===== src/rtl/pipe_bus_ctrl_if.sv =====
// rtl/pipe_bus_ctrl_if.sv - pipeline-control and shared memory bus signal bundle for pipe_bus_ctrl
interface pipe_bus_ctrl_if;
    logic        stallreq_from_id;
    logic        stallreq_from_ex;
    logic        if_req;
    logic        mem_req;
    logic        mem_we;
    logic        bus_ack;
    logic        excp_req;
    logic [31:0] excp_pc;
    logic        bus_req;
    logic        bus_sel;
    logic        bus_we;
    logic        if_done;
    logic        mem_done;
    logic        bus_err;
    logic        flush;
    logic [31:0] new_pc;
    logic [5:0]  stall;

    // Controller side
    modport master (
        input  stallreq_from_id, stallreq_from_ex, if_req, mem_req, mem_we,
        input  bus_ack, excp_req, excp_pc,
        output bus_req, bus_sel, bus_we, if_done, mem_done, bus_err,
        output flush, new_pc, stall
    );

    // Pipeline and memory side
    modport slave (
        output stallreq_from_id, stallreq_from_ex, if_req, mem_req, mem_we,
        output bus_ack, excp_req, excp_pc,
        input  bus_req, bus_sel, bus_we, if_done, mem_done, bus_err,
        input  flush, new_pc, stall
    );
endinterface


===== src/rtl/pipe_bus_ctrl.sv =====
// rtl/pipe_bus_ctrl.sv - IF/MEM bus arbiter, stall merger and exception flush sequencer
module pipe_bus_ctrl #(
    parameter int TIMEOUT = 255,
    parameter int TO_W    = 8
) (
    input  logic            clk,
    input  logic            rst,
    pipe_bus_ctrl_if.master bus
);
    typedef enum logic [1:0] {IDLE, IF_BUSY, MEM_BUSY, IF_DROP} state_t;

    localparam logic [TO_W-1:0] WD_LAST = TO_W'(TIMEOUT - 1);

    state_t          state, state_nxt, grant_state;
    logic [TO_W-1:0] wd, wd_nxt;
    logic            we_q, we_nxt;
    logic            pending, pending_nxt;
    logic            release_q, release_nxt;
    logic [31:0]     pc_q, pc_nxt;
    logic            pend_set;
    logic            timeout_hit;
    logic            flush_c, if_done_c, mem_done_c, bus_err_c;
    logic [5:0]      stall_c;

    always_ff @(posedge clk) begin
        if (rst) begin
            state     <= IDLE;
            wd        <= '0;
            we_q      <= 1'b0;
            pending   <= 1'b0;
            release_q <= 1'b0;
            pc_q      <= '0;
        end else begin
            state     <= state_nxt;
            wd        <= wd_nxt;
            we_q      <= we_nxt;
            pending   <= pending_nxt;
            release_q <= release_nxt;
            pc_q      <= pc_nxt;
        end
    end

    always_comb begin
        state_nxt   = state;
        we_nxt      = we_q;
        if_done_c   = 1'b0;
        mem_done_c  = 1'b0;
        bus_err_c   = 1'b0;
        // A deferred exception fires the cycle after the MEM transfer ends;
        // fresh exceptions flush immediately unless MEM owns the bus.
        flush_c     = release_q || (bus.excp_req && (state != MEM_BUSY) && !pending);
        timeout_hit = (state != IDLE) && !bus.bus_ack && (wd == WD_LAST);

        if (bus.mem_req)
            grant_state = MEM_BUSY;
        else if (bus.if_req && !flush_c)
            grant_state = IF_BUSY;
        else
            grant_state = IDLE;

        case (state)
            IDLE: begin
                state_nxt = grant_state;
            end
            IF_BUSY: begin
                if (bus.bus_ack) begin
                    if (flush_c) begin
                        state_nxt = IDLE;
                    end else begin
                        if_done_c = 1'b1;
                        state_nxt = grant_state;
                    end
                end else if (timeout_hit) begin
                    bus_err_c = 1'b1;
                    state_nxt = IDLE;
                end else if (flush_c) begin
                    state_nxt = IF_DROP;
                end
            end
            MEM_BUSY: begin
                if (bus.bus_ack) begin
                    mem_done_c = 1'b1;
                    state_nxt  = grant_state;
                end else if (timeout_hit) begin
                    bus_err_c = 1'b1;
                    state_nxt = IDLE;
                end
            end
            IF_DROP: begin
                if (bus.bus_ack) begin
                    state_nxt = IDLE;
                end else if (timeout_hit) begin
                    bus_err_c = 1'b1;
                    state_nxt = IDLE;
                end
            end
            default: state_nxt = IDLE;
        endcase

        if ((state_nxt == MEM_BUSY) && (state == IDLE || bus.bus_ack))
            we_nxt = bus.mem_we;

        // Restart the watchdog on every new grant or state change.
        if ((state != IDLE) && !bus.bus_ack && (state_nxt == state))
            wd_nxt = wd + TO_W'(1);
        else
            wd_nxt = '0;

        pend_set    = bus.excp_req && (state == MEM_BUSY) && !pending;
        pending_nxt = release_q ? 1'b0 : (pending || pend_set);
        pc_nxt      = pend_set ? bus.excp_pc : pc_q;
        release_nxt = (pending || pend_set) && (mem_done_c || bus_err_c) && !release_q;

        if (flush_c)
            stall_c = 6'b000000;
        else if (((state == MEM_BUSY) && !bus.bus_ack) || pending)
            stall_c = 6'b011111;
        else if (bus.stallreq_from_ex)
            stall_c = 6'b001111;
        else if (bus.stallreq_from_id)
            stall_c = 6'b000111;
        else if ((bus.if_req && !if_done_c) || (state == IF_DROP))
            stall_c = 6'b000011;
        else
            stall_c = 6'b000000;
    end

    assign bus.bus_req  = (state != IDLE);
    assign bus.bus_sel  = (state == MEM_BUSY);
    assign bus.bus_we   = (state == MEM_BUSY) && we_q;
    assign bus.if_done  = if_done_c && !rst;
    assign bus.mem_done = mem_done_c && !rst;
    assign bus.bus_err  = bus_err_c && !rst;
    assign bus.flush    = flush_c && !rst;
    assign bus.new_pc   = (flush_c && !rst) ? (release_q ? pc_q : bus.excp_pc) : 32'h0;
    assign bus.stall    = rst ? 6'b000000 : stall_c;
endmodule


===== src/flat_wrapper.sv =====
// flat-port wrapper written by rule: the top's interface ports become plain ports
module pipe_bus_ctrl_flat 
#(
    parameter int TIMEOUT = 255,
    parameter int TO_W    = 8
)
  (clk, rst, bus_stallreq_from_id, bus_stallreq_from_ex, bus_if_req, bus_mem_req, bus_mem_we, bus_bus_ack, bus_excp_req, bus_excp_pc, bus_bus_req, bus_bus_sel, bus_bus_we, bus_if_done, bus_mem_done, bus_bus_err, bus_flush, bus_new_pc, bus_stall);
  pipe_bus_ctrl_if bus_i ();
  input  logic clk;
  input  logic rst;
  input wire logic [$bits(bus_i.stallreq_from_id)-1:0] bus_stallreq_from_id;
  input wire logic [$bits(bus_i.stallreq_from_ex)-1:0] bus_stallreq_from_ex;
  input wire logic [$bits(bus_i.if_req)-1:0] bus_if_req;
  input wire logic [$bits(bus_i.mem_req)-1:0] bus_mem_req;
  input wire logic [$bits(bus_i.mem_we)-1:0] bus_mem_we;
  input wire logic [$bits(bus_i.bus_ack)-1:0] bus_bus_ack;
  input wire logic [$bits(bus_i.excp_req)-1:0] bus_excp_req;
  input wire logic [$bits(bus_i.excp_pc)-1:0] bus_excp_pc;
  output wire logic [$bits(bus_i.bus_req)-1:0] bus_bus_req;
  output wire logic [$bits(bus_i.bus_sel)-1:0] bus_bus_sel;
  output wire logic [$bits(bus_i.bus_we)-1:0] bus_bus_we;
  output wire logic [$bits(bus_i.if_done)-1:0] bus_if_done;
  output wire logic [$bits(bus_i.mem_done)-1:0] bus_mem_done;
  output wire logic [$bits(bus_i.bus_err)-1:0] bus_bus_err;
  output wire logic [$bits(bus_i.flush)-1:0] bus_flush;
  output wire logic [$bits(bus_i.new_pc)-1:0] bus_new_pc;
  output wire logic [$bits(bus_i.stall)-1:0] bus_stall;
  assign bus_i.stallreq_from_id = bus_stallreq_from_id;
  assign bus_i.stallreq_from_ex = bus_stallreq_from_ex;
  assign bus_i.if_req = bus_if_req;
  assign bus_i.mem_req = bus_mem_req;
  assign bus_i.mem_we = bus_mem_we;
  assign bus_i.bus_ack = bus_bus_ack;
  assign bus_i.excp_req = bus_excp_req;
  assign bus_i.excp_pc = bus_excp_pc;
  assign bus_bus_req = bus_i.bus_req;
  assign bus_bus_sel = bus_i.bus_sel;
  assign bus_bus_we = bus_i.bus_we;
  assign bus_if_done = bus_i.if_done;
  assign bus_mem_done = bus_i.mem_done;
  assign bus_bus_err = bus_i.bus_err;
  assign bus_flush = bus_i.flush;
  assign bus_new_pc = bus_i.new_pc;
  assign bus_stall = bus_i.stall;
  pipe_bus_ctrl #(.TIMEOUT(TIMEOUT), .TO_W(TO_W)) u_core (.clk(clk), .rst(rst), .bus(bus_i));
endmodule

===== config.mk =====
export PLATFORM = sky130hd
export DESIGN_NAME = pipe_bus_ctrl_flat
export DESIGN_NICKNAME = d
export VERILOG_FILES = /design/src/rtl/pipe_bus_ctrl_if.sv /design/src/rtl/pipe_bus_ctrl.sv /design/src/flat_wrapper.sv
export SDC_FILE = /design/constraint.sdc
export NUM_CORES = 1
export LEC_CHECK = 0
export BUFFER_PORTS_ARGS = -buffer_cell sky130_fd_sc_hd__buf_4
export CAP_MARGIN = 10
export CORE_MARGIN = 1.5
export CORE_UTILIZATION = 44
export CTS_CLUSTER_SIZE = 10
export DETAILED_ROUTE_END_ITERATION = 8
export PLACE_DENSITY_LB_ADDON = 0.2
export SLEW_MARGIN = 20
export SYNTH_ARGS = -nofsm -noshare
export SYNTH_HDL_FRONTEND = slang
export SYNTH_SLANG_ARGS = --single-unit

===== constraint.sdc =====
create_clock -name clk -period 1.6 [get_ports clk]
set_input_delay 0.16 -clock clk [delete_from_list [all_inputs] [get_ports clk]]
set_output_delay 0.16 -clock clk [all_outputs]
set_load 0.01 [all_outputs]

==> metrics.md, run 1 <==
| Metric | Value |
|---|---|
| Status | `finished, violations left` |
| Failing checks | `setup timing` |
| Sw Ratio | `between 20% and 30%` |
| Max-slew violation count | `0` |
| Starting Density | `45.1%` |
| CTS tree | `done` |
| Switch Pwr | `727 uW` |
| Reg2Reg Depth | `6` |
| Final HPWL DP | `around 4000 um` |
| Critical setup path kind | `register to primary output` |
| DR vias/cell | `4.97` |
| Final design utilization | `approximately 69%` |
| Layout Skew | `0.00867 ns` |
| Worst Slack Setup Final | `-0.0936 ns` |
| Synth top cells by count | `nand2_1 (71), nor2_1 (50), dfxtp_1 (45)` |
| First drt pass iteration count | `4` |
| Ant. Diodes | `0` |
| First-pass GRT wire length | `about 9000 um` |
| Delay-heaviest family, CP | `simple AND/OR/NAND/NOR gates` |
| Width of the die | `75.1 um` |
| Final setup viols | `39` |
| RSZ-0062 raised after global routing | `true` |
| Min-Delay Endpoint | `u_core.pc_q[11]$_SDFFE_PP0P_` |
| Top cells by area, synth | `dfxtp_1 (39%), mux2i_1 (14%), nand2_1 (12%)` |
| Leakage power | `0.00140 uW` |
| Via Count | `~2300` |
| Initial antenna violation count | `0` |
| Core box area | `5070 um2` |
| Yosys top cell area share | `about two fifths` |
| Setup_tns | `-1.58 ns` |
| Sequential fraction of the synthesis area | `39.3%` |
| H-tree Lvls | `2` |
| Wire length per cell | `13.0 um` |
| Post-route ant nets | `0` |
| Reg power frac | `47.3%` |
| Seq cells post-synth | `45` |
| Netlist cell types | `37` |
| Cells along the critical path | `nand2b_4 > inv_4 > nor2_4 > or3_4 > nor3_2 > buf_4` |
| Hold slack | `0.108 ns` |
| Cell count of the worst hold path | `3` |
| Chip height | `75.1 um` |
| CTS Buffer Depth | `2` |
| CP Data Required Time | `1.44 ns` |
| Clk slew on worst S/H paths | `0.09 ns` |
| Clk sinks | `between 40 and 50` |
| R2r endpoint | `u_core.wd[3]$_SDFF_PP0_` |
| Worst Path Arrival | `1.53 ns` |
| Ys Warns | `0` |
| Min-delay src | `bus_excp_pc[11]` |
| Hold_buf cts | `0` |
| Fmax | `590 MHz` |
| DRC violation total after the first TritonRoute iteration | `53` |
| Worst R2R Start | `u_core.wd[4]$_SDFF_PP0_` |
| Final Hold Fails | `0` |
| Worst vdd ir | `0.520 mV` |
| Most used DFF post-synth | `dfxtp_1` |
| Worst Setup End Kind | `primary output` |
| CTS buffer count | `5` |
| DRC violations left | `0` |
| Most frequent cell after synthesis | `nand2_1` |
| PwrDens | `722 nW/um2` |
| Gate Count Post-Synth | `303` |
| Max-cap viol count | `0` |
| Routability congestion estimate | `~0.85` |
| Final WL | `6030 um` |
| Grt ovf | `0` |
| Worst-path fanout max | `6` |
| Critical path's slowest cell | `or3_4` |
| I/O pins | `86` |
| Comb power frac | `25.1%` |
| Floorplan row count | `26` |
| Syn Nets | `346` |
| Clk root buf | `clkbuf_8` |
| Placement Setup Slack | `0.0792 ns` |
| Area leader, netlist | `dfxtp_1` |
| Worst path max stage delay | `0.37 ns` |
| Flop2flop setup slack | `0.17 ns` |
| Area growth syn-to-layout | `52.2%` |
| Fin nets | `437` |
| Synth async-reset ratio | `0%` |
| HP Class | `primary input to register` |
| Gr usage total | `21.0%` |
| Vias in the first global route | `2112` |
| PortBufs | `84` |
| Die ar. | `about 5600 um2` |
| WP buf/inv | `2` |
| Total power | `approximately 2500 uW` |
| Cell area after synthesis | `2290 um2` |
| Pin count of the biggest net entering global routing | `22` |
| Syn_area_per_cell | `7.56 um2` |
| Crit share post-route | `106%` |
| Clk pwr share | `27.5%` |
| Crit path launch type | `register` |
| Min Tclk post-route | `1.69 ns` |
| Worst-Skew Late Latency | `about 0.29 ns` |
| Number of enable flip-flop cells after synthesis | `0` |
| Layout cells sized above 1 | `40.3%` |
| Cell Int Power | `1790 uW` |
cells in the final DEF (no fill, tap or decap), drive strengths merged, types with 2 or more instances in the layout:
| master | synthesis | final |
|---|---|---|
| inv | 7 | 7 |
| and2 | 2 | 2 |
| mux2i | 33 | 33 |
| nand2 | 71 | 71 |
| nor2 | 50 | 50 |
| or3 | 2 | 2 |
| nor3 | 4 | 4 |
| ha | 2 | 2 |
| nand4 | 2 | 2 |
| buf | 13 | 105 |
| clkinv | 0 | 3 |
| a21oi | 36 | 36 |
| nand3 | 4 | 4 |
| nand2b | 2 | 2 |
| dfxtp | 45 | 45 |
| clkbuf | 8 | 5 |
| o21ai | 3 | 3 |
| nor4 | 2 | 2 |
| xor2 | 5 | 5 |
kinds of logic after synthesis:
group                    count (synthesis)  synth area share, %
XOR/XNOR                                 6                 2.30
buffers and inverters                   28                 5.79
AND/OR/NAND/NOR                        144                 26.3
multiplexers                            33                 14.4
AO/OA/AOI/OAI                           43                 10.2
flip-flops                              45                 39.3
adder cells (fa/ha/maj)                  3                 1.53
other                                    1                0.164
sequential cells by signal, indices dropped and copies added, names as in the netlist:
name and count:
u_core.pending 1, u_core.state 2, u_core.wd 8, u_core.we_q 1
u_core.pc_q 32, u_core.release_q 1
layout make-up:
type | instances | area [um2]
sequential | 45 | 910
inverter | 7 | 31.3
clock inverter | 3 | 22.5
fill | 443 | 1590
clock buffer | 5 | 68.8
tap | 70 | 87.6
multi-input combinational | 230 | 1460
timing repair buffer | 105 | 903
routing by layer:
metal	wire length, um	vias to the layer above	global-route usage, %
li1	-	1179	-
met1	2440	1053	24.2
met2	3210	70	39.6
met3	311	8	4.69
met4	63	0	4.17
met5	0	-	0
how the worst max path moves through the flow:
| stage | start | endpoint | slack, ns | cells past startpoint |
|---|---|---|---|---|
| 4_1_cts | u_core.state[0]$_SDFF_PP0_ | bus_if_done | -0.10 | 6 |
| 5_1_grt | u_core.state[0]$_SDFF_PP0_ | bus_if_done | -0.16 | 6 |
| 3_5_place_dp | u_core.state[1]$_SDFF_PP0_ | bus_if_done | 0.08 | 6 |
| 2_1_floorplan | u_core.state[0]$_SDFF_PP0_ | bus_stall[1] | 0.002 | 8 |
| 6_report | u_core.state[0]$_SDFF_PP0_ | bus_if_done | -0.09 | 6 |
| 3_3_place_gp | u_core.state[0]$_SDFF_PP0_ | bus_if_done | 0.10 | 6 |
power by group through the flow:
| stage | clock [uW] | combinational, uW | sequential, uW |
|---|---|---|---|
| after floorplan | 0 | 278 | 1210 |
| after global placement | 0 | 515 | 1210 |
| after detailed placement | 0 | 521 | 1210 |
| after CTS | 717 | 598 | 1190 |
| after global routing | 773 | 691 | 1200 |
| final | 693 | 633 | 1190 |
what timing repair did:
item / 4_1_cts / 5_1_grt
resized for setup: 49 / 34
cloned: 1 / 0
endpoints found under the setup margin: 40 / 40
setup buffers: 5 / 0
pin swaps: 18 / 4
stage by stage:
step / area [um2] / cells
floorplan: 2320 / 303
global placement: 3050 / 451
detailed placement: 3050 / 451
CTS: 3360 / 465
global route: 3490 / 465
finish: 3490 / 465
worst min-delay path: cells and delay by family:
| family | cells | cell delay, ns |
|---|---|---|
| simple gates | 1 | 0.04 |
| compound gates | 1 | 0.05 |
| buf+inv | 1 | 0.11 |
Power figures use the tool's default switching activity.
==> run 2, diff against run 1 <==
Clock period 1.6 ns to 1.52 ns, I/O delays scaled along.
==> metrics.md, run 2 (synthesis gave the netlist of run 1 again) <==
| Metric | Value |
|---|---|
| Final setup viols | `40 (+2.6%)` |
| Sw Ratio | `28.4% (-0.44 points)` |
| Largest regs | `u_core.pc_q (32), u_core.wd (8), u_core.state (2)` |
| Cell Int Power | `1850 uW (+3.2%)` |
| Final Hold Fails | `0 (unchanged)` |
| H-tree Lvls | `2 (unchanged)` |
| Commonest non-fill, non-tap cell in the layout | `buf_4` |
| Cell count of the worst hold path | `3 (unchanged)` |
| Fmax | `592 MHz` |
| Reg power frac | `48.4% (+1.1 points)` |
| Worst vdd ir | `0.524 mV (+0.79%)` |
| DR vias/cell | `4.93 (-0.69%)` |
| Crit share post-route | `111%` |
| DRC violation total after the first TritonRoute iteration | `58 (+9.4%)` |
| Switch Pwr | `734 uW (+0.97%)` |
| Worst Slack Setup Final | `-0.170 ns (-0.0761 ns)` |
| Register Area | `908 um2 (-0.14%)` |
| First-pass GRT wire length | `8620 um (-6.9%)` |
| Layout cells sized above 1 | `33.9% (-6.3 points)` |
| Most frequent cells in the layout | `buf_4 (99), nand2_1 (71), nor2_1 (46), dfxtp_1 (39), a21oi_1 (35)` |
| Status | `finished, violations left` |
| Worst-Skew Late Latency | `0.30 ns (about the same)` |
| Min Tclk post-route | `between 1.5 and 2 ns` |
| Initial antenna violation count | `0 (unchanged)` |
| Total power | `2580 uW (+2.6%)` |
| Max FFs per register | `32 (unchanged)` |
| Hold_buf cts | `0 (unchanged)` |
| HP Class | `primary input to register` |
| Comb power frac | `22.6% (-2.5 points)` |
| Gr usage total | `19.8% (-1.2 points)` |
| CTS tree | `done` |
| Reg2Reg Depth | `6 (unchanged)` |
| Vias in the first global route | `2030 (-3.9%)` |
| Via Count | `2294 (-0.69%)` |
| Clk root buf | `clkbuf_8` |
| Die ar. | `5650 um2 (unchanged)` |
| Routability congestion estimate | `0.878 (+2.9%)` |
| Clk pwr share | `28.9% (+1.4 points)` |
| DRC violations left | `0 (unchanged)` |
| Ant. Diodes | `0 (unchanged)` |
| Leakage power | `0.00134 uW (-4.1%)` |
| CP Data Required Time | `1.37 ns (-0.07 ns)` |
| Failing checks | `setup timing` |
| Width of the die | `75.1 um (unchanged)` |
| Max-cap viol count | `0 (unchanged)` |
| Fill count | `484 (+9.3%)` |
| RSZ-0062 raised after global routing | `true` |
| Max-slew violation count | `0 (unchanged)` |
| Fin nets | `437 (unchanged)` |
| CTS buffer count | `5 (unchanged)` |
| CTS Buffer Depth | `2 (unchanged)` |
| Worst-path fanout max | `6 (unchanged)` |
| Layout Skew | `0.00739 ns (-0.00128 ns)` |
| First drt pass iteration count | `4 (unchanged)` |
| Core box area | `5070 um2 (unchanged)` |
| Crit path launch type | `register` |
| Grt ovf | `0 (unchanged)` |
| Post-route ant nets | `0 (unchanged)` |
| Area growth syn-to-layout | `42.5%` |
| Floorplan row count | `26 (unchanged)` |
| Reg with most FFs | `u_core.pc_q` |
| Final WL | `5550 um (-7.9%)` |
| Critical setup path kind | `register to primary output` |
| Final HPWL DP | `3920 um (-2.1%)` |
| Chip height | `75.1 um (unchanged)` |
| Worst Path Arrival | `1.54 ns (about the same)` |
| Worst Setup End Kind | `primary output` |
| Starting Density | `45.1% (unchanged)` |
| PortBufs | `84 (unchanged)` |
| Wire length per cell | `11.9 um (-7.9%)` |
| Pin count of the biggest net entering global routing | `33 (+50%)` |
| I/O pins | `86 (unchanged)` |
| Setup_tns | `-4.72 ns (-3.14 ns)` |
| Multi-input logic area | `1310 um2 (-10%)` |
| Clk slew on worst S/H paths | `0.09 ns (about the same)` |
| Clk sinks | `45 (unchanged)` |
| PwrDens | `791 nW/um2 (+9.5%)` |
## run 2: cell count changes in the layout (fill, tap and decap cells not counted), moves of 3 or more
cell	change
nor2_4	-15
mux2i_1	+10
buf_6	-15
buf_4	+17
nor2_1	+13
buf_8	-3
mux2i_2	-10
## run 2: final cells by class
| type | count | area share (%) |
|---|---|---|
| inverters | 7 | 0.882 |
| multi-input cells | 230 | 40.2 |
| clock buffers | 5 | 2.11 |
| clock inverters | 3 | 0.652 |
| well taps | 70 | 2.68 |
| repair buffers | 105 | 25.7 |
| flip-flops and latches | 45 | 27.8 |
## run 2: path summary, 6_finish.rpt
check | from | end | slack [ns]
min reg2reg | u_core.pc_q[30]$_SDFFE_PP0P_ | u_core.pc_q[30]$_SDFFE_PP0P_ | 0.46
min | bus_excp_pc[15] | u_core.pc_q[15]$_SDFFE_PP0P_ | 0.1
max | u_core.state[0]$_SDFF_PP0_ | bus_if_done | -0.17
max reg2reg | u_core.wd[5]$_SDFF_PP0_ | u_core.wd[5]$_SDFF_PP0_ | 0.08
## run 2: repair_timing
item / in CTS / in global routing
buffers inserted: 3 / 2
hold endpoints to repair: 0 / 0
resized for setup: 11 / 5
pin swaps: 5 / 2
endpoints found under the setup margin: 40 / 40
## run 2: critical path: stages (launching register included)
cell and delay (ns):
dfxtp_2 0.33, nand2b_4 0.14, inv_4 0.05, nor2_2 0.04, or3_4 0.38, nor3_2 0.16
buf_4 0.14
## run 2: stage by stage
step	util [%]	area (um2)	instances	hold WS (ns)	worst slack, ns
CTS	63.7	3230	463	0.0909	-0.170
floorplan	-	2320	303	0.288	-0.0507
finish	64.3	3260	465	0.0957	-0.170
global route	64.3	3260	465	0.0838	-0.216
detailed placement	60.7	3080	452	0.417	0.0486
global placement	60.7	3080	452	0.410	0.0674
## run 2: layer usage
layer	up-vias	wire length (um)	global-route usage, %
met1	1059	2310	23.1
met4	0	80	7.74
met2	55	2850	35.9
met3	7	315	3.48
li1	1173	-	-
met5	-	0	0
## run 2: power groups by stage
stage               combinational [uW]  clock, uW  sequential [uW]
finish                             584        746             1250
global route                       643        817             1260
global placement                   556          0             1270
CTS                                580        769             1250
detailed placement                 561          0             1280
floorplan                          294          0             1270
==> run 3, diff against run 2 <==
Settings changed: BUFFER_PORTS_ARGS -buffer_cell sky130_fd_sc_hd__buf_4 to -buffer_cell sky130_fd_sc_hd__buf_2, RECOVER_POWER set to 25.
==> metrics.md, run 3 (synthesis gave the netlist of run 1 again) <==
| Metric | Value |
|---|---|
| RSZ-0062 raised after global routing | `true` |
| PortBufs | `84 (unchanged)` |
| Pin count of the biggest net entering global routing | `28 (-15%)` |
| Worst-Skew Late Latency | `0.29 ns (about the same)` |
| HP Class | `primary input to register` |
| Clk slew on worst S/H paths | `0.08 ns (about the same)` |
| Flop2flop setup slack | `0.10 ns (+0.02 ns)` |
| I/O pins | `86 (unchanged)` |
| Reg2Reg Depth | `6 (unchanged)` |
| Placement Setup Slack | `0.0575 ns (+0.00895 ns)` |
| Worst vdd ir | `0.491 mV (-6.2%)` |
| Layout cells sized above 1 | `38.0% (+4.1 points)` |
| Grt ovf | `0 (unchanged)` |
| Comb power frac | `21.4% (-1.2 points)` |
| First drt pass iteration count | `4 (unchanged)` |
| Hold_buf cts | `0 (unchanged)` |
| Clk root buf | `clkbuf_8` |
| Routability congestion estimate | `0.800 (-8.9%)` |
| Post-route ant nets | `0 (unchanged)` |
| Final WL | `5890 um (+6.1%)` |
| Critical setup path kind | `register to primary output` |
| Sw Ratio | `26.6% (-1.9 points)` |
| Placed inst area | `2880 um2 (-6.7%)` |
| Crit share post-route | `109% (-2.3 points)` |
| CP Launch Point | `u_core.state[0]$_SDFF_PP0_` |
| Final Hold Fails | `0 (unchanged)` |
| PwrDens | `844 nW/um2 (+6.7%)` |
| Fmax | `605 MHz (+2.2%)` |
| R2r endpoint | `u_core.pc_q[22]$_SDFFE_PP0P_` |
| Reg power frac | `45.3% (-3.1 points)` |
| H-tree Lvls | `2 (unchanged)` |
| Final Instance Area | `3270 um2 (+0.15%)` |
| CTS buffer count | `5 (unchanged)` |
| Cell count of the worst hold path | `3 (unchanged)` |
| Crit path launch type | `register` |
| Final setup viols | `40 (unchanged)` |
| Max-slew violation count | `0 (unchanged)` |
| Worst Slack Setup Final | `-0.134 ns (+0.0356 ns)` |
| # placed instances | `456 (+0.88%)` |
| Failing checks | `setup timing` |
| Worst-path fanout max | `7 (+1)` |
| Most frequent cells in the layout | `buf_2 (72), nand2_1 (71), dfxtp_1 (40), a21oi_1 (34), nor2_1 (32)` |
| Max-cap viol count | `0 (unchanged)` |
| Worst Setup End Kind | `primary output` |
| Wire length per cell | `12.6 um (+5.6%)` |
| DRC violations left | `0 (unchanged)` |
| Vias in the first global route | `2004 (-1.3%)` |
| Area growth syn-to-layout | `42.7%` |
| Core box area | `5070 um2 (unchanged)` |
| Initial antenna violation count | `0 (unchanged)` |
| Reg with most FFs | `u_core.pc_q` |
| Fin cells | `467 (+0.43%)` |
| Largest regs | `u_core.pc_q (32), u_core.wd (8), u_core.state (2)` |
| Floorplan row count | `26 (unchanged)` |
| Final HPWL DP | `3970 um (+1.5%)` |
| CTS tree | `done` |
| Clk sinks | `45 (unchanged)` |
| Leakage power | `0.00134 uW (+0.24%)` |
| Min Tclk post-route | `1.65 ns (-0.0356 ns)` |
| Switch Pwr | `733 uW (-0.14%)` |
| Starting Density | `45.1% (unchanged)` |
| Clk pwr share | `33.3% (+4.4 points)` |
| DRC violation total after the first TritonRoute iteration | `82 (+41%)` |
| Total power | `2760 uW (+6.9%)` |
| Min-delay src | `bus_excp_pc[30]` |
| Commonest non-fill, non-tap cell in the layout | `buf_2` |
| Chip height | `75.1 um (unchanged)` |
| First-pass GRT wire length | `8670 um (+0.56%)` |
| Die ar. | `5650 um2 (unchanged)` |
| DR vias/cell | `4.96 (+0.61%)` |
| Worst Path Arrival | `1.50 ns (-0.04 ns)` |
| Cell Int Power | `2030 uW (+9.7%)` |
| Final design utilization | `64.4% (+0.099 points)` |
| CTS Buffer Depth | `2 (unchanged)` |
| Max FFs per register | `32 (unchanged)` |
| Via Count | `2318 (+1.0%)` |
| Fin nets | `439 (+0.46%)` |
| Status | `finished, violations left` |
| Ant. Diodes | `0 (unchanged)` |
| Width of the die | `75.1 um (unchanged)` |
| Min-Delay Endpoint | `u_core.pc_q[30]$_SDFFE_PP0P_` |
| Gr usage total | `19.9% (+0.10 points)` |
| CP Data Required Time | `1.37 ns (about the same)` |
| Layout Skew | `0.00548 ns (-0.00191 ns)` |
| Worst R2R Start | `u_core.state[0]$_SDFF_PP0_` |
==> run 3: worst max-delay path, cell delays in order (launching register included) <==
cell       delay [ns]
dfxtp_2          0.32
nand2b_4         0.14
inv_4            0.06
nor2_4           0.04
o21ai_4          0.24
clkbuf_16        0.23
nor2_2           0.04
buf_2            0.13
==> run 3: how the worst max path moves through the flow <==
stage	slack [ns]	cells past startpoint	end
CTS	-0.17	6	bus_stall[0]
floorplan	-0.05	8	bus_stall[1]
global route	-0.20	7	bus_new_pc[22]
global placement	0.09	6	bus_if_done
detailed placement	0.06	6	bus_if_done
finish	-0.13	7	bus_new_pc[22]
==> run 3: power groups by stage <==
stage	clock [uW]	sequential (uW)	combinational, uW
2_1_floorplan	0	1270	294
3_3_place_gp	0	1270	492
3_5_place_dp	0	1270	499
4_1_cts	938	1250	516
5_1_grt	983	1250	653
6_report	919	1250	590
==> run 3: routing by layer <==
layer  vias to the layer above  track usage [%]  share of wire [%]
li1                       1184                -                  -
met1                      1070             24.9                 43
met2                        55             34.8                 52
met3                         9             3.35                3.8
met4                         0             6.55                1.3
met5                         -                0                  0
==> run 3: repair_timing <==
item | in CTS | in global routing
setup endpoints to repair | 40 | 50
resized for setup | 13 | 46
gates cloned | 0 | 1
buffers inserted | 1 | 1
pin swaps | 6 | 15
==> run 3: area by class of cell <==
cell class	instances	area, um2
clock buffers	7	86.3
clock inverters	1	30.0
fillers	451	1810
inverters	7	28.8
multi-input cells	230	1420
flip-flops and latches	45	907
well taps	70	87.6
repair buffers	107	709
==> run 3: per-stage QoR <==
step	hold slack, ns	setup TNS [ns]
2_1_floorplan	0.288	-0.0507
3_3_place_gp	0.404	0
3_5_place_dp	0.409	0
4_1_cts	0.0928	-4.34
5_1_grt	0.103	-6.80
6_report	0.0983	-4.07
